### config.mk
export PLATFORM = sky130hd
export DESIGN_NAME = lut4_cfg_loader_flat
export DESIGN_NICKNAME = d
export VERILOG_FILES = /design/src/rtl/lut4_pkg.sv /design/src/rtl/lut4_cfg_loader_if.sv /design/src/rtl/lut4_sync2.sv /design/src/rtl/lut4_cfg_loader.sv /design/src/flat_wrapper.sv
export SDC_FILE = /design/constraint.sdc
export NUM_CORES = 1
export LEC_CHECK = 0
export CAP_MARGIN = 20
export CORE_MARGIN = 4
export CORE_UTILIZATION = 43
export CTS_BUF_LIST = sky130_fd_sc_hd__clkbuf_2
export DETAILED_ROUTE_END_ITERATION = 16
export MAX_ROUTING_LAYER = met4
export SYNTH_ARGS = -nofsm -noshare
export SYNTH_HDL_FRONTEND = slang
export SYNTH_HIERARCHICAL = 1
export SYNTH_SLANG_ARGS = --single-unit
### constraint.sdc
create_clock -name clk -period 4.5 [get_ports clk]
set_input_delay 0.9 -clock clk [delete_from_list [all_inputs] [get_ports clk]]
set_output_delay 0.9 -clock clk [all_outputs]
set_load 0.01 [all_outputs]
### src/rtl/lut4_pkg.sv
// Shared types and constants for the LUT4 configuration loader.
// Holds the FSM state encoding and the bit counter width helper.
package lut4_pkg;

  localparam int LUT_BITS = 16;

  typedef enum logic [1:0] {
    IDLE,
    SHIFT,
    COMMIT
  } cfg_state_t;

  function automatic int cnt_width(input int n_luts);
    return $clog2(LUT_BITS * n_luts + 1);
  endfunction

endpackage

### src/rtl/lut4_cfg_loader_if.sv
// Config stream and status bundle between a config source
// (master) and the LUT4 configuration loader (slave).
interface lut4_cfg_loader_if
  import lut4_pkg::*;
#(
  parameter int N_LUTS = 4
);

  localparam int W  = LUT_BITS * N_LUTS;
  localparam int CW = cnt_width(N_LUTS);

  logic          cfg_data;
  logic          cfg_strobe;
  logic          cfg_latch;
  logic [W-1:0]  lut_cfg;
  logic          cfg_valid;
  logic          cfg_loaded;
  logic          cfg_err;
  logic [CW-1:0] bit_count;

  modport master (
    output cfg_data,
    output cfg_strobe,
    output cfg_latch,
    input  lut_cfg,
    input  cfg_valid,
    input  cfg_loaded,
    input  cfg_err,
    input  bit_count
  );

  modport slave (
    input  cfg_data,
    input  cfg_strobe,
    input  cfg_latch,
    output lut_cfg,
    output cfg_valid,
    output cfg_loaded,
    output cfg_err,
    output bit_count
  );

endinterface

### src/rtl/lut4_sync2.sv
// Parameterised-width two-flop synchroniser for asynchronous
// pad inputs, cleared by the async active-low reset.
module lut4_sync2 #(
  parameter int WIDTH = 1
) (
  input  logic             clk,
  input  logic             rst_n,
  input  logic [WIDTH-1:0] d,
  output logic [WIDTH-1:0] q
);

  logic [WIDTH-1:0] meta;

  always_ff @(posedge clk or negedge rst_n) begin
    if (!rst_n) begin
      meta <= '0;
      q    <= '0;
    end else begin
      meta <= d;
      q    <= meta;
    end
  end

endmodule

### src/rtl/lut4_cfg_loader.sv
// Bit-serial configuration loader: shifts a shadow register and
// commits it to the active LUT configuration on a clean latch.
module lut4_cfg_loader
  import lut4_pkg::*;
#(
  parameter int                         N_LUTS    = 4,
  parameter logic [LUT_BITS*N_LUTS-1:0] CFG_RESET = '0
) (
  input logic             clk,
  input logic             rst_n,
  input logic             ena,
  lut4_cfg_loader_if.slave cfg
);

  localparam int W  = LUT_BITS * N_LUTS;
  localparam int CW = cnt_width(N_LUTS);

  logic [2:0]    pad_s;
  logic          data_s;
  logic          strobe_s;
  logic          latch_s;
  logic          strobe_q;
  logic          latch_q;
  logic          strobe_e;
  logic          latch_e;

  cfg_state_t    state;
  cfg_state_t    state_nx;

  logic [W-1:0]  shadow;
  logic [W-1:0]  lut_q;
  logic [CW-1:0] cnt_q;
  logic          ovf_q;
  logic          valid_q;
  logic          loaded_q;
  logic          err_q;
  logic          cnt_full;

  logic          do_shift;
  logic          do_commit;
  logic          set_err;
  logic          clr_cnt;

  lut4_sync2 #(
    .WIDTH (3)
  ) u_sync (
    .clk   (clk),
    .rst_n (rst_n),
    .d     ({cfg.cfg_latch, cfg.cfg_strobe, cfg.cfg_data}),
    .q     (pad_s)
  );

  assign data_s   = pad_s[0];
  assign strobe_s = pad_s[1];
  assign latch_s  = pad_s[2];

  always_ff @(posedge clk or negedge rst_n) begin
    if (!rst_n) begin
      strobe_q <= 1'b0;
      latch_q  <= 1'b0;
    end else begin
      strobe_q <= strobe_s;
      latch_q  <= latch_s;
    end
  end

  // Edges are consumed regardless of ena; ena only gates the action
  assign strobe_e = strobe_s & ~strobe_q;
  assign latch_e  = latch_s & ~latch_q;
  assign cnt_full = (cnt_q == CW'(W));

  always_ff @(posedge clk or negedge rst_n) begin
    if (!rst_n) begin
      state <= IDLE;
    end else begin
      state <= state_nx;
    end
  end

  always_comb begin
    state_nx = state;
    unique case (state)
      IDLE: begin
        if (ena && !latch_e && strobe_e) begin
          state_nx = SHIFT;
        end
      end
      SHIFT: begin
        if (ena && latch_e) begin
          state_nx = (cnt_full && !ovf_q) ? COMMIT : IDLE;
        end
      end
      COMMIT: begin
        state_nx = IDLE;
      end
      default: begin
        state_nx = IDLE;
      end
    endcase
  end

  always_comb begin
    do_shift  = 1'b0;
    do_commit = 1'b0;
    set_err   = 1'b0;
    clr_cnt   = 1'b0;
    unique case (state)
      IDLE: begin
        if (ena && latch_e) begin
          set_err = 1'b1;
        end else if (ena && strobe_e) begin
          do_shift = 1'b1;
        end
      end
      SHIFT: begin
        if (ena && latch_e) begin
          clr_cnt = 1'b1;
          // A strobe landing with the latch is dropped and flagged
          set_err = strobe_e || !cnt_full || ovf_q;
        end else if (ena && strobe_e) begin
          do_shift = 1'b1;
        end
      end
      COMMIT: begin
        do_commit = 1'b1;
        clr_cnt   = 1'b1;
      end
      default: begin
        clr_cnt = 1'b1;
      end
    endcase
  end

  always_ff @(posedge clk or negedge rst_n) begin
    if (!rst_n) begin
      shadow <= '0;
      cnt_q  <= '0;
      ovf_q  <= 1'b0;
    end else if (clr_cnt) begin
      cnt_q <= '0;
      ovf_q <= 1'b0;
    end else if (do_shift) begin
      shadow <= {shadow[W-2:0], data_s};
      if (cnt_full) begin
        ovf_q <= 1'b1;
      end else begin
        cnt_q <= cnt_q + CW'(1);
      end
    end
  end

  always_ff @(posedge clk or negedge rst_n) begin
    if (!rst_n) begin
      lut_q    <= CFG_RESET;
      valid_q  <= 1'b0;
      loaded_q <= 1'b0;
      err_q    <= 1'b0;
    end else begin
      valid_q <= do_commit;
      if (do_commit) begin
        lut_q    <= shadow;
        loaded_q <= 1'b1;
        err_q    <= 1'b0;
      end else if (set_err) begin
        err_q <= 1'b1;
      end
    end
  end

  assign cfg.lut_cfg    = lut_q;
  assign cfg.cfg_valid  = valid_q;
  assign cfg.cfg_loaded = loaded_q;
  assign cfg.cfg_err    = err_q;
  assign cfg.bit_count  = cnt_q;

endmodule
### src/flat_wrapper.sv
// flat-port wrapper written by rule: the top's interface ports become plain ports
module lut4_cfg_loader_flat import lut4_pkg::*;
#(
  parameter int                         N_LUTS    = 4,
  parameter logic [LUT_BITS*N_LUTS-1:0] CFG_RESET = '0
)
  (clk, rst_n, ena, cfg_cfg_data, cfg_cfg_strobe, cfg_cfg_latch, cfg_lut_cfg, cfg_cfg_valid, cfg_cfg_loaded, cfg_cfg_err, cfg_bit_count);
  lut4_cfg_loader_if #(.N_LUTS(N_LUTS)) cfg_i ();
  input logic clk;
  input logic rst_n;
  input logic ena;
  input wire logic [$bits(cfg_i.cfg_data)-1:0] cfg_cfg_data;
  input wire logic [$bits(cfg_i.cfg_strobe)-1:0] cfg_cfg_strobe;
  input wire logic [$bits(cfg_i.cfg_latch)-1:0] cfg_cfg_latch;
  output wire logic [$bits(cfg_i.lut_cfg)-1:0] cfg_lut_cfg;
  output wire logic [$bits(cfg_i.cfg_valid)-1:0] cfg_cfg_valid;
  output wire logic [$bits(cfg_i.cfg_loaded)-1:0] cfg_cfg_loaded;
  output wire logic [$bits(cfg_i.cfg_err)-1:0] cfg_cfg_err;
  output wire logic [$bits(cfg_i.bit_count)-1:0] cfg_bit_count;
  assign cfg_i.cfg_data = cfg_cfg_data;
  assign cfg_i.cfg_strobe = cfg_cfg_strobe;
  assign cfg_i.cfg_latch = cfg_cfg_latch;
  assign cfg_lut_cfg = cfg_i.lut_cfg;
  assign cfg_cfg_valid = cfg_i.cfg_valid;
  assign cfg_cfg_loaded = cfg_i.cfg_loaded;
  assign cfg_cfg_err = cfg_i.cfg_err;
  assign cfg_bit_count = cfg_i.bit_count;
  lut4_cfg_loader #(.N_LUTS(N_LUTS), .CFG_RESET(CFG_RESET)) u_core (.clk(clk), .rst_n(rst_n), .ena(ena), .cfg(cfg_i));
endmodule
## Word-level counts from Yosys, hierarchy flattened

Cells that the tools add are included.

| word-level totals | value |
|---|---|
| register bits after elaboration | 149 |
| input bits | 6 |
| output and inout bits | 74 |
| word-level logic and storage cells | 63 |

| operators by class | value |
|---|---|
| $add $sub $neg | 1 |
| eq/ne operators | 6 |
| multiplexer cells | 20 |
| bitwise gates (word level) | 5 |
| reduce and logical (&&, ||, !) cells | 19 |

Operators with widths:

| operator | count |
|---|---|
| $mux 7 | 3 |
| $mux 1 | 11 |
| $reduce_and 2->1 | 4 |
| $add 7x1->7 const B | 1 |
| $eq 7x7->1 const B | 1 |
| $mux 2 | 3 |
| $reduce_bool 2->1 | 3 |
| $logic_and 1x1->1 | 5 |
| $ne 2x1->1 const B | 2 |
| $pmux 1 s2 | 2 |
| $pmux 2 s2 | 1 |
| $logic_not 1->1 | 3 |
| $not 1->1 | 3 |
| $and 1x1->1 | 2 |
| $eq 2x1->1 const B | 1 |
| $eq 2x2->1 const B | 1 |
| $logic_not 2->1 | 1 |
| $logic_or 1x1->1 | 2 |
| $ne 2x2->1 const B | 1 |
| $reduce_or 2->1 | 1 |

## Longest topological paths before layout

Gate-level depths: netlist of run 1.

| logic depth | value |
|---|---|
| word-level depth | 8 |
| depth in mapped cells | 7 |
| mapped depth without buffers | 6 |

## Cells and area by module

The synthesis of run 1 kept the hierarchy.

Modules (own cells, without submodules):

| module | instances | cells each | area each (um^2) | sequential area each (um^2) |
|---|---|---|---|---|
| lut4_cfg_loader | 1 | 342 | 5768.0 | 3578.4 |
| lut4_sync2 | 1 | 6 | 150.1 | 150.1 |

## Worst setup path after synthesis of run 1

No wires, ideal clock.

| timing | value |
|---|---|
| path type | input-to-reg |
| from | input ena |
| to | register u_core.shadow[0] |
| library setup time | 125 ps |
| arrival time | 2091 ps |
| required time | 4375 ps |
| setup slack | 2284 ps |
| cell stages on the path | 6 |
| path buffers | 3 |
| path through | buf_2 -> a31o_1 -> buf_6 -> nor2_8 -> buf_12 -> mux2_4 |

| on the way | value |
|---|---|
| word-level cells in the longest chain between the ends | 5 |
| elaborated cells between the ends (all ways) | 9 |
| classes of those cells | mux: 5; bitwise: 1; reduce/logical: 3 |

Ends and longest elaborated chain:

| element | line | RTL |
|---|---|---|
| start, declared | flat_wrapper.sv:11 | `input logic ena;` |
| $logic_and 1x1->1, on equally long branches | n/a |  |
| $mux 1, on equally long branches | lut4_cfg_loader.sv:116, lut4_cfg_loader.sv:111, lut4_cfg_loader.sv:120 |  |
| $pmux 1 s2 / $mux 1 (equally long branches) | lut4_cfg_loader.sv:107, lut4_cfg_loader.sv:116 |  |
| $not 1->1 (no line) / $mux 1 (equally long branches) | n/a |  |
| $reduce_and 2->1 (no line) * | n/a |  |
| end signal, assigned | lut4_cfg_loader.sv:143 | `shadow <= {shadow[W-2:0], data_s};` |
| end, declared | lut4_cfg_loader.sv:30 | `logic [W-1:0] shadow;` |

Mark *: on every way between the ends. The rest lies on a longest branch, timed or not.
A chain may end at the register's enable or synchronous reset.

## Final worst setup path of run 1

| timing | value |
|---|---|
| from | register u_core.cnt_q[0] (netlist: u_core/cfg.bit_count[0]) |
| to | output cfg_bit_count[0] |

RTL lines:

| element | line | RTL |
|---|---|---|
| start, declared | lut4_cfg_loader.sv:32 | `logic [CW-1:0] cnt_q;` |
| start signal, assigned | lut4_cfg_loader.sv:147 | `cnt_q <= cnt_q + CW'(1);` |
| end, declared | flat_wrapper.sv:19 | `output wire logic [$bits(cfg_i.bit_count)-1:0] cfg_bit_count;` |

No word-level cell between the ends.

==> results of run 1 <==
## kinds of logic after synthesis
group / Yosys count
simple gates: 37
mux: 128
fa+ha+maj: 2
buf+inv: 19
xor+xnor: 4
flops: 149
compound gates: 9
## sequential cells by signal, summed over array words and instances, names as in the netlist
register / count
u_core/cfg.bit_count: 7
u_core/cfg.cfg_err: 1
u_core/cfg.cfg_loaded: 1
u_core/cfg.cfg_valid: 1
u_core/cfg.lut_cfg: 64
u_core/latch_q: 1
u_core/ovf_q: 1
u_core/shadow: 64
u_core/state: 2
u_core/strobe_q: 1
u_core/u_sync/meta: 3
u_core/u_sync/q: 3
## how the worst min path moves through the flow
stage	startpoint	to	slack (ps)
detailed placement	u_core/u_sync/meta[1]$_DFF_PN0_	u_core/u_sync/q[1]$_DFF_PN0_	330
finish	rst_n	u_core/cfg.cfg_loaded$_DFFE_PN0P_	210
global placement	u_core/u_sync/meta[2]$_DFF_PN0_	u_core/u_sync/q[2]$_DFF_PN0_	330
floorplan	u_core/u_sync/meta[0]$_DFF_PN0_	u_core/u_sync/q[0]$_DFF_PN0_	330
global route	rst_n	u_core/cfg.lut_cfg[57]$_DFFE_PN0P_	160
CTS	rst_n	u_core/cfg.lut_cfg[5]$_DFFE_PN0P_	140
## power by group through the flow
stage / combinational [uW] / clock [uW] / sequential [uW]
final: 145 / 693 / 1420
after global routing: 162 / 798 / 1430
after floorplan: 93.0 / 0 / 1440
after CTS: 148 / 739 / 1430
after detailed placement: 148 / 0 / 1450
after global placement: 145 / 0 / 1450
## per-layer routing
metal,global-route usage [%],up-vias
li1,-,1407
met1,18.6,1529
met2,18.3,69
met3,4.82,6
met4,5.36,0
met5,-,-
## final cells by class
class,count,area (um^2),area share (%)
clock inverter,12,113,1.60
tap,176,220,3.14
multi-input combinational,180,2010,28.7
timing repair buffer,83,835,11.9
clock buffer,20,100,1.43
sequential,149,3730,53.1
inverter,3,11.3,0.160
## cell usage after synthesis (all sizes together), types with 2 or more instances
library cell	number
dfrtp	149
mux2	128
buf	13
nor2	9
nand2	5
xnor2	4
clkbuf	3
inv	3
nand3	3
nor2b	3
nor4	3
a21oi	2
ha	2
nand3b	2
nand4	2
nor3	2
o211ai	2
## metrics by stage
step,setup slack (ps),cells
2_1_floorplan,2280,348
3_3_place_gp,1310,591
3_5_place_dp,1260,591
4_1_cts,1730,623
5_1_grt,1670,623
6_report,1860,623
==> qor.yml, run 1 <==
drt_iter0_markers: 164
r2r_start: "u_core/u_sync/q[2]$_DFF_PN0_"
mostFrequentLayoutCell: "dfrtp_1"
grt_pass1_vias: 3209
status: "complete, no violations"
max_slew_margin_pct: 45.5
clock.fmax_mhz: 378
cp.arrival_ps: 1740
synth_top_family_by_area: "multiplexers"
clockPowerShare_pct: 30.6
clk_latency_ps: 670
postLayoutCoreUtil_pct: 52.6
ys_ff_latch: 149
cts_setup_buffers: 0
avgSynthCellArea_um2: 17.0
hold_slack_ps: 207
path_cells: "clkdlybuf4s50_1"
hold_buffers: 0
cp_max_fo: 7
skew_ps: 22.2
gp_congestion: 0.794
placed_area_um2: 6810
r2r_slack_ps: 2140
startpoint_type: "flop"
power.switching_uw: 554
grt_util_all_layers_pct: 13.5
synth_area_leader_cell: "dfrtp_1"
synth_mux_area_share_pct: 28.2
finalSetupTns_ps: 0
fin_crit_sh_pct: 58.8
clockRootBuffer: "clkbuf_2"
synth_top_area_share_pct: 63.0
syn-num-nets: 356
synth_simple_gate_area_share_pct: 3.72
synth-edff-count: 0
syn2layout_area_growth_pct: 18.6
vdd_ir_drop_max_uv: 138
hold_viol: 0
diodes: 0
synth.distinct_cells: 34
wl_met1_um: 4690
synthTopCellsByArea: "dfrtp_1 63%, mux2_4 15%, mux2_2 13%, buf_12 2.0%, xnor2_1 0.59%"
nets: 442
antenna_found_initial: 0
worstMarginPinSlew_ps: 816
crit_start: "u_core/cfg.bit_count[0]$_DFFE_PN0P_"
critPathBufInv: 1
dr_wl_met2_um: 4370
h-tree-depth: 4
end_kind: "primary output"
routed-wl-met3_um: 469
cts_tree: "done"
crit_path_end: "cfg_bit_count[0]"
async_flop_share_pct: 100
yosysSeqAreaShare_pct: 63.0
via_count: 3011
rsz0062_at_grt: "false"
cp.depth: 1
crit_family: "buffers and inverters"
synth-compound-area-share_pct: 0.994
cp_data_required_time_ps: 3600
gr-total-overflow: 0
drive_above_1_share_pct: 36.9
viasPerCell: 4.83
synth_xor_area_share_pct: 0.592
cp_slowest_cell: "clkdlybuf4s50_1"
powerDensity_nw_per_um2: 322
chipHeight_um: 125
start_util_pct: 44.3
fillers: 1184
wl_per_cell_um: 15.4
io_buffers: 79
drv_slew: 0
final_cell_mix: "149 x dfrtp_1, 78 x clkdlybuf4s50_1, 68 x mux2_2"
power_leakage_uw: 0.00335
p_total_uw: 2260
numCtsBuffers: 17
worstHoldPathType: "in -> async"
die_area_um2: 15700
core_um2: 13300
routed.top_layer: "met4"
grt_max_degree: 78
cts-resized-gates: 0
swShare_pct: 24.5
die_w_um: 125
synthFlopType: "dfrtp_1"
pwr-share-seq_pct: 63.0
rows: 42
design_area_um2: 7020
cp_slowest_stage_delay_ps: 580
clkSinkCount: 149
routed_wl_um: 9620
fin_crit_ps: 2640
yosysWarnings: 6
drc: 0
dp_hpwl_um: 6160
path_clk_slew_ps: 200
power_frac_comb_pct: 6.4
grt_first_pass_wirelength_um: 16500
synthesis.area_um2: 5920
clk_path_buf_depth: 2
detail-route-antenna-nets: 0
reg2reg_to: "u_core/shadow[35]$_DFFE_PN0P_"
p_int_uw: 1710
max_cap_violations: 0
r2r_cells: 5
drt-pass1-iter-count: 4
synth_cells: 348
critPathKind: "reg -> out"
finalSetupViolCount: 0
synth_adder_area_share_pct: 0.423
io_pins: 80
Power figures use the tool's default switching activity.
==> inputs of run 2 (changes only) <==
--- a/config.mk
+++ b/config.mk
@@ -11,6 +11,7 @@
 export CTS_BUF_LIST = sky130_fd_sc_hd__clkbuf_2
 export DETAILED_ROUTE_END_ITERATION = 16
 export MAX_ROUTING_LAYER = met4
+export PLACE_DENSITY = 0.67
 export SYNTH_ARGS = -nofsm -noshare
 export SYNTH_HDL_FRONTEND = slang
 export SYNTH_HIERARCHICAL = 1
==> constraint.sdc (replaced) <==
create_clock -name clk -period 2.2 [get_ports clk]
set_input_delay 0.44 -clock clk [delete_from_list [all_inputs] [get_ports clk]]
set_output_delay 0.44 -clock clk [all_outputs]
set_load 0.01 [all_outputs]
==> run 2 against run 1 <==
Net effect:
- global-route usage increased by 0.34 points
- design area increased by 4.2%
- sequential power increased by 100%
- sequential share of layout area decreased by 2.1 points
- cell count increased by 3.7%
- utilization increased by 2.2 points
- critical path type unchanged
- largest power group unchanged
- highest routed layer unchanged
==> qor.yml, run 2 (synthesis results as in run 1) <==
critPathKind: "reg -> out"
path_cells: "clkdlybuf4s50_1"
grt_util_all_layers_pct: 13.9  # +0.34 points
pwr-share-seq_pct: 61.9  # -1.1 points
start_util_pct: 44.3  # unchanged
clkSinkCount: 149  # unchanged
nets: 464  # +5.0%
drt-pass1-iter-count: 4  # unchanged
final_critical_path_setup_slack_ps: 149  # -1710 ps
io_pins: 80  # unchanged
finalSetupTns_ps: 0  # unchanged
drc: 0  # unchanged
cp_slowest_cell: "clkdlybuf4s50_1"
r2r_slack_ps: 300  # -1840 ps
pre_cts_slack_ps: 28.8  # -1230 ps
clock.fmax_mhz: 487
detail-route-antenna-nets: 0  # unchanged
mostFrequentLayoutCell: "dfrtp_1"
core_um2: 13300  # unchanged
final_cell_mix: "148 x dfrtp_1, 68 x mux2_2, 60 x mux2_4"
cp.arrival_ps: 1610  # -130 ps
vdd_ir_drop_max_uv: 365  # +160%
clockRootBuffer: "clkbuf_2"
wl_per_cell_um: 15.4  # -0.49%
power_leakage_uw: 0.00394  # +18%
viasPerCell: 4.82  # -0.33%
worstHoldPathType: "in -> reg"
cp_max_fo: 2  # -5
critPathBufInv: 1  # unchanged
crit_path_end: "cfg_lut_cfg[2]"
power_frac_comb_pct: 7.9  # +1.5 points
hold_slack_ps: 183  # -23.7 ps
cp_data_required_time_ps: 1760  # -1840 ps
r2r_start: "u_core/latch_q$_DFF_PN0_"
grt_first_pass_wirelength_um: 17100  # +3.8%
fillers: 1137  # -4.0%
end_kind: "primary output"
finalSetupViolCount: 0  # unchanged
fin_crit_sh_pct: 93.2
die_area_um2: 15700  # unchanged
skew_ps: 36.0  # +13.8 ps
cp_slowest_stage_delay_ps: 550  # -30 ps
r2r_cells: 5  # unchanged
via_count: 3112  # +3.4%
gp_congestion: 0.803  # +1.1%
numCtsBuffers: 17  # unchanged
seqCellArea_um2: 3730  # about the same
clk_latency_ps: 670  # about the same
h-tree-depth: 4  # unchanged
die_w_um: 125  # unchanged
fin_crit_ps: 2050
rsz0062_at_grt: "false"
powerDensity_nw_per_um2: 640  # +99%
drive_above_1_share_pct: 40.1  # +3.2 points
clockPowerShare_pct: 30.2  # -0.4 points
multi_input_area_um2: 2010  # unchanged
routed_wl_um: 9920  # +3.2%
drv_slew: 0  # unchanged
path_clk_slew_ps: 210  # about the same
swShare_pct: 24.7  # +0.18 points
dp_hpwl_um: 6450  # +4.7%
status: "complete, no violations"
rows: 42  # unchanged
p_int_uw: 3530  # +110%
hold_viol: 0  # unchanged
cp.depth: 1  # unchanged
io_buffers: 79  # unchanged
drt_iter0_markers: 171  # +4.3%
antenna_found_initial: 1  # +1
chipHeight_um: 125  # unchanged
crit_family: "buffers and inverters"
startpoint_type: "flop"
syn2layout_area_growth_pct: 23.6
grt_max_degree: 52  # -33%
reg2reg_to: "u_core/shadow[44]$_DFFE_PN0P_"
clk_path_buf_depth: 2  # unchanged
cts_tree: "done"
power.switching_uw: 1150  # +110%
grt_pass1_vias: 3382  # +5.4%
worstMarginPinSlew_ps: 519  # -298 ps
max_cap_violations: 0  # unchanged
crit_start: "u_core/cfg.lut_cfg[2]$_DFFE_PN0P_"
max_slew_margin_pct: 65.3  # +20 points
gr-total-overflow: 0  # unchanged
[run 2: worst min path at each step]
| stage | cells after the start | endpoint | slack (ps) | from |
|---|---|---|---|---|
| after floorplan | 0 | u_core/cfg.bit_count[0]$_DFFE_PN0P_ | 140 | rst_n |
| after global placement | 0 | u_core/u_sync/q[0]$_DFF_PN0_ | 330 | u_core/u_sync/meta[0]$_DFF_PN0_ |
| after detailed placement | 0 | u_core/u_sync/q[1]$_DFF_PN0_ | 340 | u_core/u_sync/meta[1]$_DFF_PN0_ |
| after CTS | 1 | u_core/u_sync/meta[1]$_DFF_PN0_ | 80 | cfg_cfg_strobe |
| after global routing | 1 | u_core/u_sync/meta[1]$_DFF_PN0_ | 40 | cfg_cfg_strobe |
| final | 1 | u_core/u_sync/meta[1]$_DFF_PN0_ | 180 | cfg_cfg_strobe |
[run 2: timing repair]
action	4_1_cts	5_1_grt
hold endpoints to repair	66	0
hold buffers	1	0
resized for setup	3	26
setup buffers	8	5
setup endpoints to repair	7	26
[run 2: layout make-up]
| class | count | area share (%) |
|---|---|---|
| Tap cell | 176 | 3.01 |
| Multi-Input combinational cell | 180 | 27.5 |
| Timing Repair Buffer | 105 | 15.2 |
| Inverter | 3 | 0.154 |
| Sequential cell | 149 | 51.0 |
| Clock inverter | 15 | 1.92 |
| Clock buffer | 17 | 1.16 |
| Antenna cell | 1 | 0.0342 |
[run 2: metrics by stage]
step           instance area [um^2]  util (%)  power (uW)  instances
2_1_floorplan                  5920         -        3130        348
3_3_place_gp                   6920      51.8        3270        599
3_5_place_dp                   6920      51.8        3280        599
4_1_cts                        7210      54.0        4770        640
5_1_grt                        7320      54.8        4960        646
6_report                       7320      54.8        4680        646
[run 2: power groups by stage]
stage | combinational [uW] | clock (uW) | sequential [uW]
2_1_floorplan | 190 | 0 | 2940
3_3_place_gp | 311 | 0 | 2960
3_5_place_dp | 319 | 0 | 2960
4_1_cts | 364 | 1500 | 2900
5_1_grt | 410 | 1640 | 2910
6_report | 369 | 1410 | 2900
[run 2: per-layer routing]
metal	part of all wire [%]	global-route usage (%)	vias up	wire, um
met5	0	-	-	0
met2	48	20.4	68	4750
met1	47	17.9	1593	4630
li1	-	-	1440	-
met4	1.4	6.31	0	139
met3	4.1	4.01	11	406
==> inputs of run 3 (changes only) <==
--- a/config.mk
+++ b/config.mk
@@ -12,6 +12,7 @@
 export DETAILED_ROUTE_END_ITERATION = 16
 export MAX_ROUTING_LAYER = met4
 export PLACE_DENSITY = 0.67
+export SLEW_MARGIN = 20
 export SYNTH_ARGS = -nofsm -noshare
 export SYNTH_HDL_FRONTEND = slang
 export SYNTH_HIERARCHICAL = 1
==> results of run 3 <==
No change in the layout: final DEF, timing and power equal those of run 2.
